--- config.mk ---
export PLATFORM = sky130hd
export DESIGN_NAME = generador_banderas
export DESIGN_NICKNAME = d
export VERILOG_FILES = /design/src/rtl/generador_banderas.sv
export SDC_FILE = /design/constraint.sdc
export NUM_CORES = 1
export LEC_CHECK = 0
export ABC_CLOCK_PERIOD_IN_PS = 5900
export CORE_UTILIZATION = 40
export DETAILED_ROUTE_END_ITERATION = 10
export SLEW_MARGIN = 20
export SYNTH_ARGS = -nofsm -noshare
export SYNTH_HDL_FRONTEND = slang
export SYNTH_SLANG_ARGS = --single-unit
export TNS_END_PERCENT = 20
--- constraint.sdc ---
create_clock -name clk -period 5.9 [get_ports clk]
set_input_delay 0.885 -clock clk [delete_from_list [all_inputs] [get_ports clk]]
set_output_delay 0.885 -clock clk [all_outputs]
set_load 0.05 [all_outputs]
--- src/rtl/generador_banderas.sv ---
// Sensor scanner for the alarm monitor: drives a shared ADC, applies hysteresis and N-scan
// confirmation per channel, and debounces the enable switch.
module generador_banderas #(
    parameter int W        = 10,
    parameter int TEMP_ON  = 700,
    parameter int TEMP_OFF = 650,
    parameter int CORR_ON  = 512,
    parameter int CORR_OFF = 480,
    parameter int HUMO_ON  = 300,
    parameter int HUMO_OFF = 250,
    parameter int N_CONF   = 3,
    parameter int TIMEOUT  = 255,
    parameter int SCAN_GAP = 1000,
    parameter int SW_DEB   = 50000
) (
    input  logic         clk,
    input  logic         rst,
    input  logic         sw_raw,
    input  logic [W-1:0] adc_data,
    input  logic         adc_done,
    output logic         adc_start,
    output logic [1:0]   adc_ch,
    output logic         interruptor,
    output logic         temp,
    output logic         corriente_25,
    output logic         humo,
    output logic [2:0]   sensor_err
);

    localparam int CW = $clog2(N_CONF + 1);
    localparam int GW = $clog2(SCAN_GAP + 1);
    localparam int TW = $clog2(TIMEOUT + 1);
    localparam int DW = $clog2(SW_DEB + 1);

    typedef enum logic [1:0] {S_IDLE, S_START, S_WAIT, S_EVAL} state_t;

    state_t               state_q;
    logic [GW-1:0]        gap_q;
    logic [TW-1:0]        wt_q;
    logic [1:0]           ch_q;
    logic [W-1:0]         sample_q;
    logic                 adc_start_q;
    logic [2:0]           flag_q;
    logic [2:0]           err_q;
    logic [2:0][CW-1:0]   conf_q;

    logic                 sync1_q;
    logic                 sync_q;
    logic                 intr_q;
    logic [DW-1:0]        deb_q;

    logic [W-1:0]         on_thr;
    logic [W-1:0]         off_thr;
    logic                 cur_flag;
    logic                 cand;
    logic [CW-1:0]        conf_nx;

    always_comb begin
        on_thr  = W'(HUMO_ON);
        off_thr = W'(HUMO_OFF);
        case (ch_q)
            2'd0: begin
                on_thr  = W'(TEMP_ON);
                off_thr = W'(TEMP_OFF);
            end
            2'd1: begin
                on_thr  = W'(CORR_ON);
                off_thr = W'(CORR_OFF);
            end
            default: ;
        endcase
        cur_flag = flag_q[ch_q];
        // While latched high, only a sample at or below OFF proposes a drop.
        cand     = cur_flag ? (sample_q > off_thr) : (sample_q >= on_thr);
        conf_nx  = conf_q[ch_q] + 1'b1;
    end

    always_ff @(posedge clk or negedge rst) begin
        if (!rst) begin
            state_q     <= S_IDLE;
            gap_q       <= '0;
            wt_q        <= '0;
            ch_q        <= '0;
            sample_q    <= '0;
            adc_start_q <= 1'b0;
            flag_q      <= '0;
            err_q       <= '0;
            conf_q      <= '0;
        end else begin
            adc_start_q <= 1'b0;
            case (state_q)
                S_IDLE: begin
                    if (gap_q == GW'(SCAN_GAP - 1)) begin
                        gap_q       <= '0;
                        ch_q        <= '0;
                        state_q     <= S_START;
                        adc_start_q <= 1'b1;
                    end else begin
                        gap_q <= gap_q + 1'b1;
                    end
                end
                S_START: begin
                    wt_q    <= '0;
                    state_q <= S_WAIT;
                end
                S_WAIT: begin
                    if (adc_done) begin
                        sample_q <= adc_data;
                        state_q  <= S_EVAL;
                    end else if (wt_q == TW'(TIMEOUT - 1)) begin
                        err_q[ch_q]  <= 1'b1;
                        conf_q[ch_q] <= '0;
                        if (ch_q == 2'd2) begin
                            gap_q   <= '0;
                            state_q <= S_IDLE;
                        end else begin
                            ch_q        <= ch_q + 2'd1;
                            state_q     <= S_START;
                            adc_start_q <= 1'b1;
                        end
                    end else begin
                        wt_q <= wt_q + 1'b1;
                    end
                end
                S_EVAL: begin
                    err_q[ch_q] <= 1'b0;
                    if (cand == cur_flag) begin
                        conf_q[ch_q] <= '0;
                    end else if (conf_nx == CW'(N_CONF)) begin
                        flag_q[ch_q] <= ~cur_flag;
                        conf_q[ch_q] <= '0;
                    end else begin
                        conf_q[ch_q] <= conf_nx;
                    end
                    if (ch_q == 2'd2) begin
                        gap_q   <= '0;
                        state_q <= S_IDLE;
                    end else begin
                        ch_q        <= ch_q + 2'd1;
                        state_q     <= S_START;
                        adc_start_q <= 1'b1;
                    end
                end
                default: state_q <= S_IDLE;
            endcase
        end
    end

    always_ff @(posedge clk or negedge rst) begin
        if (!rst) begin
            sync1_q <= 1'b0;
            sync_q  <= 1'b0;
            intr_q  <= 1'b0;
            deb_q   <= '0;
        end else begin
            sync1_q <= sw_raw;
            sync_q  <= sync1_q;
            if (sync_q == intr_q) begin
                deb_q <= '0;
            end else if (deb_q == DW'(SW_DEB - 1)) begin
                intr_q <= sync_q;
                deb_q  <= '0;
            end else begin
                deb_q <= deb_q + 1'b1;
            end
        end
    end

    assign adc_start    = adc_start_q;
    assign adc_ch       = ch_q;
    assign interruptor  = intr_q;
    assign temp         = flag_q[0];
    assign corriente_25 = flag_q[1];
    assign humo         = flag_q[2];
    assign sensor_err   = err_q;

endmodule

==> run_results.csv, run 1 <==
group,metric,value,unit
detailed_routing,drcViolationCount,0,
detailed_routing,viasPerCell,5.467,
clock_network,insertion_delay,340,ps
sta,finalCritPeriodShare,48.29,%
sta,post-route-min-period,2849,ps
placed_design,port_buffers,23,
worst_hold_path,hold_start,"sync1_q",
yosys,synthCells,353,
detailed_routing,ant_nets,0,
finish,final_cell_mix,"dfrtp_1 (64), nand2_1 (34), nor2_1 (34)",
yosys,async_reset_ff_share,100.0,%
yosys,synth-seq-cells,64,
floorplan,core,8382,µm²
detailed_routing,drtIter0Drc,137,
yosys,synth.distinct_cells,60,
sta,final.setup.tns,0,ps
power_and_ir_drop,power_frac_seq,36.9,%
finish,utilization,48.47,%
yosys,yosys_warnings,0,
power_and_ir_drop,p_switching,0.0007366,W
outcome,status,"finished, final reports clean",
critical_path,cp-start-kind,"register",
placed_design,dp_hpwl,5093,µm
sta,fin_skew,8.167,ps
critical_path,crit_slowest_cell,"dfrtp_1",
yosys,synth_top_area_share,45.26,%
power_and_ir_drop,p_int,0.001042,W
critical_path,required,6130,ps
finish,mostFrequentLayoutCell,"dfrtp_1",
critical_path,cp-end-kind,"register",
critical_path,worstSetupPathType,"reg2reg",
power_and_ir_drop,netSwitchingFraction,41.41,%
global_routing,grt_pass1_vias,2538,
power_and_ir_drop,power.leakage,1.779,nW
yosys,synth-edff-count,0,
global_routing,grt_pass1_wl,12510,µm
floorplan,initial_utilization,42.22,%
critical_path,cp_max_fo,7,
yosys,synth-main-ff-cell,"dfrtp_1",
clock_network,cts_resized,0,
placed_design,place_worst_setup_slack,3035,ps
worst_hold_path,min_path_type,"reg2reg",
critical_path,critPathMaxStageDelay,480,ps
clock_network,cts_tree,"built",
sta,rsz0062_at_grt,"false",
critical_path,path_cells,"inv_1 > ha_1 > inv_1 > ha_1 > nor4bb_1 > a311oi_1 > a211oi_2 > o22ai_2 > o41ai_1",
finish,diodes,0,
finish,multiInputGateArea,1819,µm²
yosys,yosysSeqAreaShare,45.26,%
sta,hold_viol,0,
finish,area_delta_synth_final,14.82,%
finish,layout-drive-gt1-share,10.91,%
floorplan,io_pins,24,
clock_network,clockBufferDepth,2,
clock_network,path_clk_slew,70,ps
detailed_routing,wl_per_cell,14.53,µm
sta,slew_viol_final,0,
job,drv_cap,0,
critical_path,cp.arrival,3080,ps
global_routing,grt_use_total,18.04,%
global_routing,gr-total-overflow,0,
clock_network,cts_made_buffers,9,
floorplan,die_h,96.06,µm
detailed_routing,firstDrtPassIters,4,
global_routing,grt_max_degree,65,
clock_network,cts_root_buffer,"clkbuf_8",
yosys,synth_area_per_cell,10.02,µm²
critical_path,worstReg2RegStart,"adc_ch[1]",
finish,nets,414,
critical_path,worstSetupStartpoint,"adc_ch[1]",
clock_network,post_cts_buffers,0,
sta,finalWorstSetupSlack,3051,ps
clock_network,cts_hold_buf,0,
power_and_ir_drop,power_density,437.8,nW/µm²
clock_network,htreeDepth,3,
power_and_ir_drop,combPwrFrac,42.1,%
power_and_ir_drop,ir_drop,0.1802,mV
detailed_routing,wirelength,7119,µm
floorplan,die_w,96.06,µm
yosys,syn_area,3538,µm²
finish,fill_cells,775,
yosys,yosys-top-cells-area,"dfrtp_1 (45%), ha_1 (7.1%), nand2_1 (3.6%)",
sta,final-setup-viol-count,0,
global_routing,antenna_found_initial,0,
floorplan,die-area,9227,µm²
sta,worstMarginPinSlew,806.4,ps
power_and_ir_drop,clkPwrFrac,21.0,%
placed_design,finalWeightedCongestion,0.8061,
sta,slew_headroom,46.24,%
yosys,yosysTopAreaCell,"dfrtp_1",
clock_network,cts_sinks,64,
floorplan,rows,33,
yosys,syn-num-nets,387,
sta,fmax,0.3510,GHz
finish,seq_area,1602,µm²
detailed_routing,vias,2679,
power_and_ir_drop,total_power,0.001779,W
## critical path, delay by kind of cell (launching register included)
family,cells,cell delay (ps)
AND/OR/NAND/NOR,1,320
AO/OA/AOI/OAI,4,970
flip-flops,1,480
buffers and inverters,2,320
adder cells (fa/ha/maj),2,640
## cells in the mapped netlist (5+ instances only)
cell and count:
dfrtp_1 64, a31oi_1 5, clkbuf_1 6, nor3_1 7, a21oi_1 10, nand3_1 20
inv_1 22, ha_1 20, xnor2_1 14, nand2_1 34, nand4_1 9, xor2_1 9
o21ai_0 16, mux2_2 11, o31ai_1 5, and3_1 9, nor2_1 34
## power groups by stage
stage | combinational (W) | sequential [W] | clock (W)
5_1_grt | 0.000853 | 0.000678 | 0.000403
6_report | 0.000748 | 0.000656 | 0.000374
3_3_place_gp | 0.000739 | 0.000659 | 0
4_1_cts | 0.000750 | 0.000655 | 0.000383
2_1_floorplan | 0.000557 | 0.000662 | 0
3_5_place_dp | 0.000746 | 0.000663 | 0
## registers in the layout, summed over array words and instances (netlist names), named ones only
name and count:
deb_q 16, gap_q 10, sample_q 10, wt_q 8
conf_q 6, flag_q 3, adc_ch 2, state_q 2
adc_start 1, interruptor 1, sync1_q 1, sync_q 1
## per-layer routing
metal	up-vias	global-route usage, %	routed length (µm)
li1	1331	-	-
met1	1286	25.26	3547
met2	58	27.07	3174
met3	4	5.371	347
met4	0	4.851	50
met5	-	0	0
## cells by family (layout without fill, tap and decap cells)
logic type	Yosys count	after routing	share of synthesized area [%]
compound gates	69	69	14.78
xor+xnor	23	23	5.693
fa+ha+maj	20	20	7.072
buf+inv	30	62	3.324
flops	64	64	45.26
mux	16	16	4.951
simple gates	131	131	18.92
## path summary, 6_finish.rpt
kind / depth (start not counted) / endpoint / slack, ps
max reg2reg: 9 / conf_q[1] / 3050
min reg2reg: 0 / sync_q / 350
min: 0 / sync_q / 350
max in group asynchronous: 2 / gap_q[6] / 4650
max: 9 / conf_q[1] / 3050
min in group asynchronous: 2 / flag_q[0] / 690
## layout make-up
type                       instances  share of cell area [%]
multi-input combinational        259                   44.78
sequential                        64                   39.42
clock inverter                     7                   1.755
timing repair buffer              24                   5.728
inverter                          22                   2.033
tap                              105                   3.234
clock buffer                       9                   3.049
## per-stage QoR
stage | cell area [µm²] | hold WS (ps) | instances
6_report | 4063 | 352.0 | 490
3_5_place_dp | 3867 | 339.5 | 474
3_3_place_gp | 3867 | 335.7 | 474
2_1_floorplan | 3538 | 331.2 | 353
5_1_grt | 4063 | 360.2 | 490
4_1_cts | 4063 | 356.0 | 490
No activity file was read; power rests on OpenSTA's default activity.
==> run 2: changes to the inputs <==
--- a/config.mk
+++ b/config.mk
@@ -5,7 +5,7 @@
 export SDC_FILE = /design/constraint.sdc
 export NUM_CORES = 1
 export LEC_CHECK = 0
-export ABC_CLOCK_PERIOD_IN_PS = 5900
+export ABC_CLOCK_PERIOD_IN_PS = 2600
 export CORE_UTILIZATION = 40
 export DETAILED_ROUTE_END_ITERATION = 10
 export SLEW_MARGIN = 20
==> constraint.sdc (replaced) <==
create_clock -name clk -period 2.6 [get_ports clk]
set_input_delay 0.39 -clock clk [delete_from_list [all_inputs] [get_ports clk]]
set_output_delay 0.39 -clock clk [all_outputs]
set_load 0.05 [all_outputs]
==> run 2 against run 1 <==
First-iteration DRC count decreased by 21%. Non-clock buffer count increased by 13. Flip-flop and latch count unchanged. Global-route usage decreased by 0.16 points. Hold slack got worse by 260 ps. Sequential share of layout area decreased by 1.4 points. Clock skew increased by 3.3 ps. Sequential power increased by 120%. Largest power group unchanged.
==> run_results.csv, run 2 (same netlist as run 1, synthesis figures left out) <==
group,metric,value,unit
clock_network,cts_root_buffer,"clkbuf_8",
clock_network,htreeDepth,3,
clock_network,path_clk_slew,70,ps
global_routing,gr-total-overflow,0,
clock_network,cts_hold_buf,0,
finish,mostFrequentLayoutCell,"dfrtp_1",
placed_design,placedCellCount,480,
floorplan,io_pins,24,
global_routing,grt_max_degree,34,
critical_path,worstSetupPathType,"reg2reg",
worst_hold_path,min_path_type,"in2async",
sta,worstMarginPinSlew,723.6,ps
finish,multiInputGateArea,1868,µm²
power_and_ir_drop,netSwitchingFraction,41.13,%
power_and_ir_drop,clkPwrFrac,20.0,%
placed_design,dp_hpwl,5389,µm
power_and_ir_drop,power_density,1031,nW/µm²
sta,hold_viol,0,
critical_path,cp-start-kind,"register",
critical_path,required,2840,ps
outcome,status,"finished, final reports clean",
sta,hold_slack,92.77,ps
detailed_routing,drtIter0Drc,108,
finish,largest_reg_flops,16,
finish,fin_cells,503,
sta,post-route-min-period,2458,ps
power_and_ir_drop,combPwrFrac,46.3,%
placed_design,placed_area,3915,µm²
finish,area_delta_synth_final,19.09,%
job,drv_cap,0,
sta,final-setup-viol-count,0,
critical_path,cp_max_fo,6,
sta,rsz0062_at_grt,"false",
finish,reg_top3,"deb_q x16, gap_q x10, sample_q x10",
detailed_routing,wirelength,7513,µm
placed_design,finalWeightedCongestion,0.8334,
critical_path,cp.arrival,2690,ps
power_and_ir_drop,power.leakage,1.856,nW
finish,diodes,0,
floorplan,rows,33,
clock_network,insertion_delay,340,ps
placed_design,port_buffers,23,
power_and_ir_drop,ir_drop,0.3757,mV
sta,finalCritPeriodShare,94.55,%
finish,fill_cells,769,
floorplan,die_h,96.06,µm
global_routing,grt_pass1_wl,12490,µm
detailed_routing,viasPerCell,5.435,
finish,layout-drive-gt1-share,16.58,%
detailed_routing,wl_per_cell,14.94,µm
detailed_routing,drcViolationCount,0,
finish,seq_area,1604,µm²
power_and_ir_drop,p_switching,0.001787,W
global_routing,grt_pass1_vias,2637,
clock_network,cts_sinks,64,
detailed_routing,vias,2734,
clock_network,cts_tree,"built",
detailed_routing,firstDrtPassIters,4,
floorplan,initial_utilization,42.22,%
floorplan,die_w,96.06,µm
global_routing,antenna_found_initial,0,
critical_path,cp-end-kind,"register",
power_and_ir_drop,power_frac_seq,33.7,%
sta,final.setup.tns,0,ps
sta,fin_skew,11.46,ps
clock_network,cts_made_buffers,9,
floorplan,die-area,9227,µm²
detailed_routing,ant_nets,0,
floorplan,core,8382,µm²
sta,fmax,0.4068,GHz
clock_network,clockBufferDepth,2,
sta,slew_headroom,51.76,%
finish,final_cell_mix,"dfrtp_1 (62), nor2_1 (34), nand2_1 (33)",
power_and_ir_drop,p_int,0.002557,W
sta,slew_viol_final,0,
finish,largest-register,"deb_q",
finish,final_area,4214,µm²
finish,nets,427,
global_routing,grt_use_total,17.88,%
-- run 2: changes by cell type in the layout (fill, tap and decap cells not counted), sizes merged --
cell	before	now
clkinv	2	3
clkbuf	9	11
clkinvlp	3	1
inv	23	22
buf	2	15
-- run 2: worst paths after layout --
path	start	to	slack, ps	depth (start not counted)
max reg2reg	adc_ch[0]	conf_q[5]	140	9
min in group clk	sync1_q	sync_q	350	0
max in group asynchronous	rst	state_q[1]	1720	2
max	adc_ch[0]	conf_q[5]	140	9
min reg2reg	sync1_q	sync_q	350	0
min	rst	flag_q[0]	90	1
-- run 2: cell type report --
type,count,area share [%]
Timing Repair Buffer,37,7.838
Multi-Input combinational cell,259,44.33
Inverter,22,1.960
Tap cell,105,3.118
Clock buffer,11,3.355
Clock inverter,5,1.336
Sequential cell,64,38.06
-- run 2: critical path, stage by stage (launching register included) --
cell,delay [ps]
dfrtp_2,430
inv_1,110
ha_2,200
inv_2,70
ha_1,320
nor4bb_1,320
a311oi_1,100
a211oi_2,370
o22ai_4,170
o41ai_2,280
-- run 2: metrics by stage --
step / power, W / setup slack [ps] / utilization (%)
2_1_floorplan: 0.002770 / 61.00 / -
3_3_place_gp: 0.003232 / 165.6 / 46.71
3_5_place_dp: 0.003283 / 16.58 / 46.71
4_1_cts: 0.004166 / 7.105 / 49.07
5_1_grt: 0.004643 / 6.186 / 50.28
6_report: 0.004344 / 141.8 / 50.28
-- run 2: power by group through the flow --
stage,combinational [W],clock [W],sequential [W]
after floorplan,0.00126,0,0.00151
after global placement,0.00176,0,0.00147
after detailed placement,0.00181,0,0.00148
after CTS,0.00181,0.000894,0.00146
after global routing,0.00221,0.000934,0.00150
final,0.00201,0.000868,0.00146
-- run 2: layer usage --
layer | track usage (%) | share of wire (%) | vias to the layer above
met2 | 26.77 | 45 | 49
met4 | 8.458 | 1.9 | 0
met3 | 2.923 | 3.2 | 13
li1 | - | - | 1360
met5 | 0 | 0 | -
met1 | 25.13 | 50 | 1312
-- run 2: what timing repair did --
item                       CTS  global route
hold endpoints to repair     0             0
buffers inserted             0             7
gates resized for setup      0            11
setup endpoints to repair    0             9
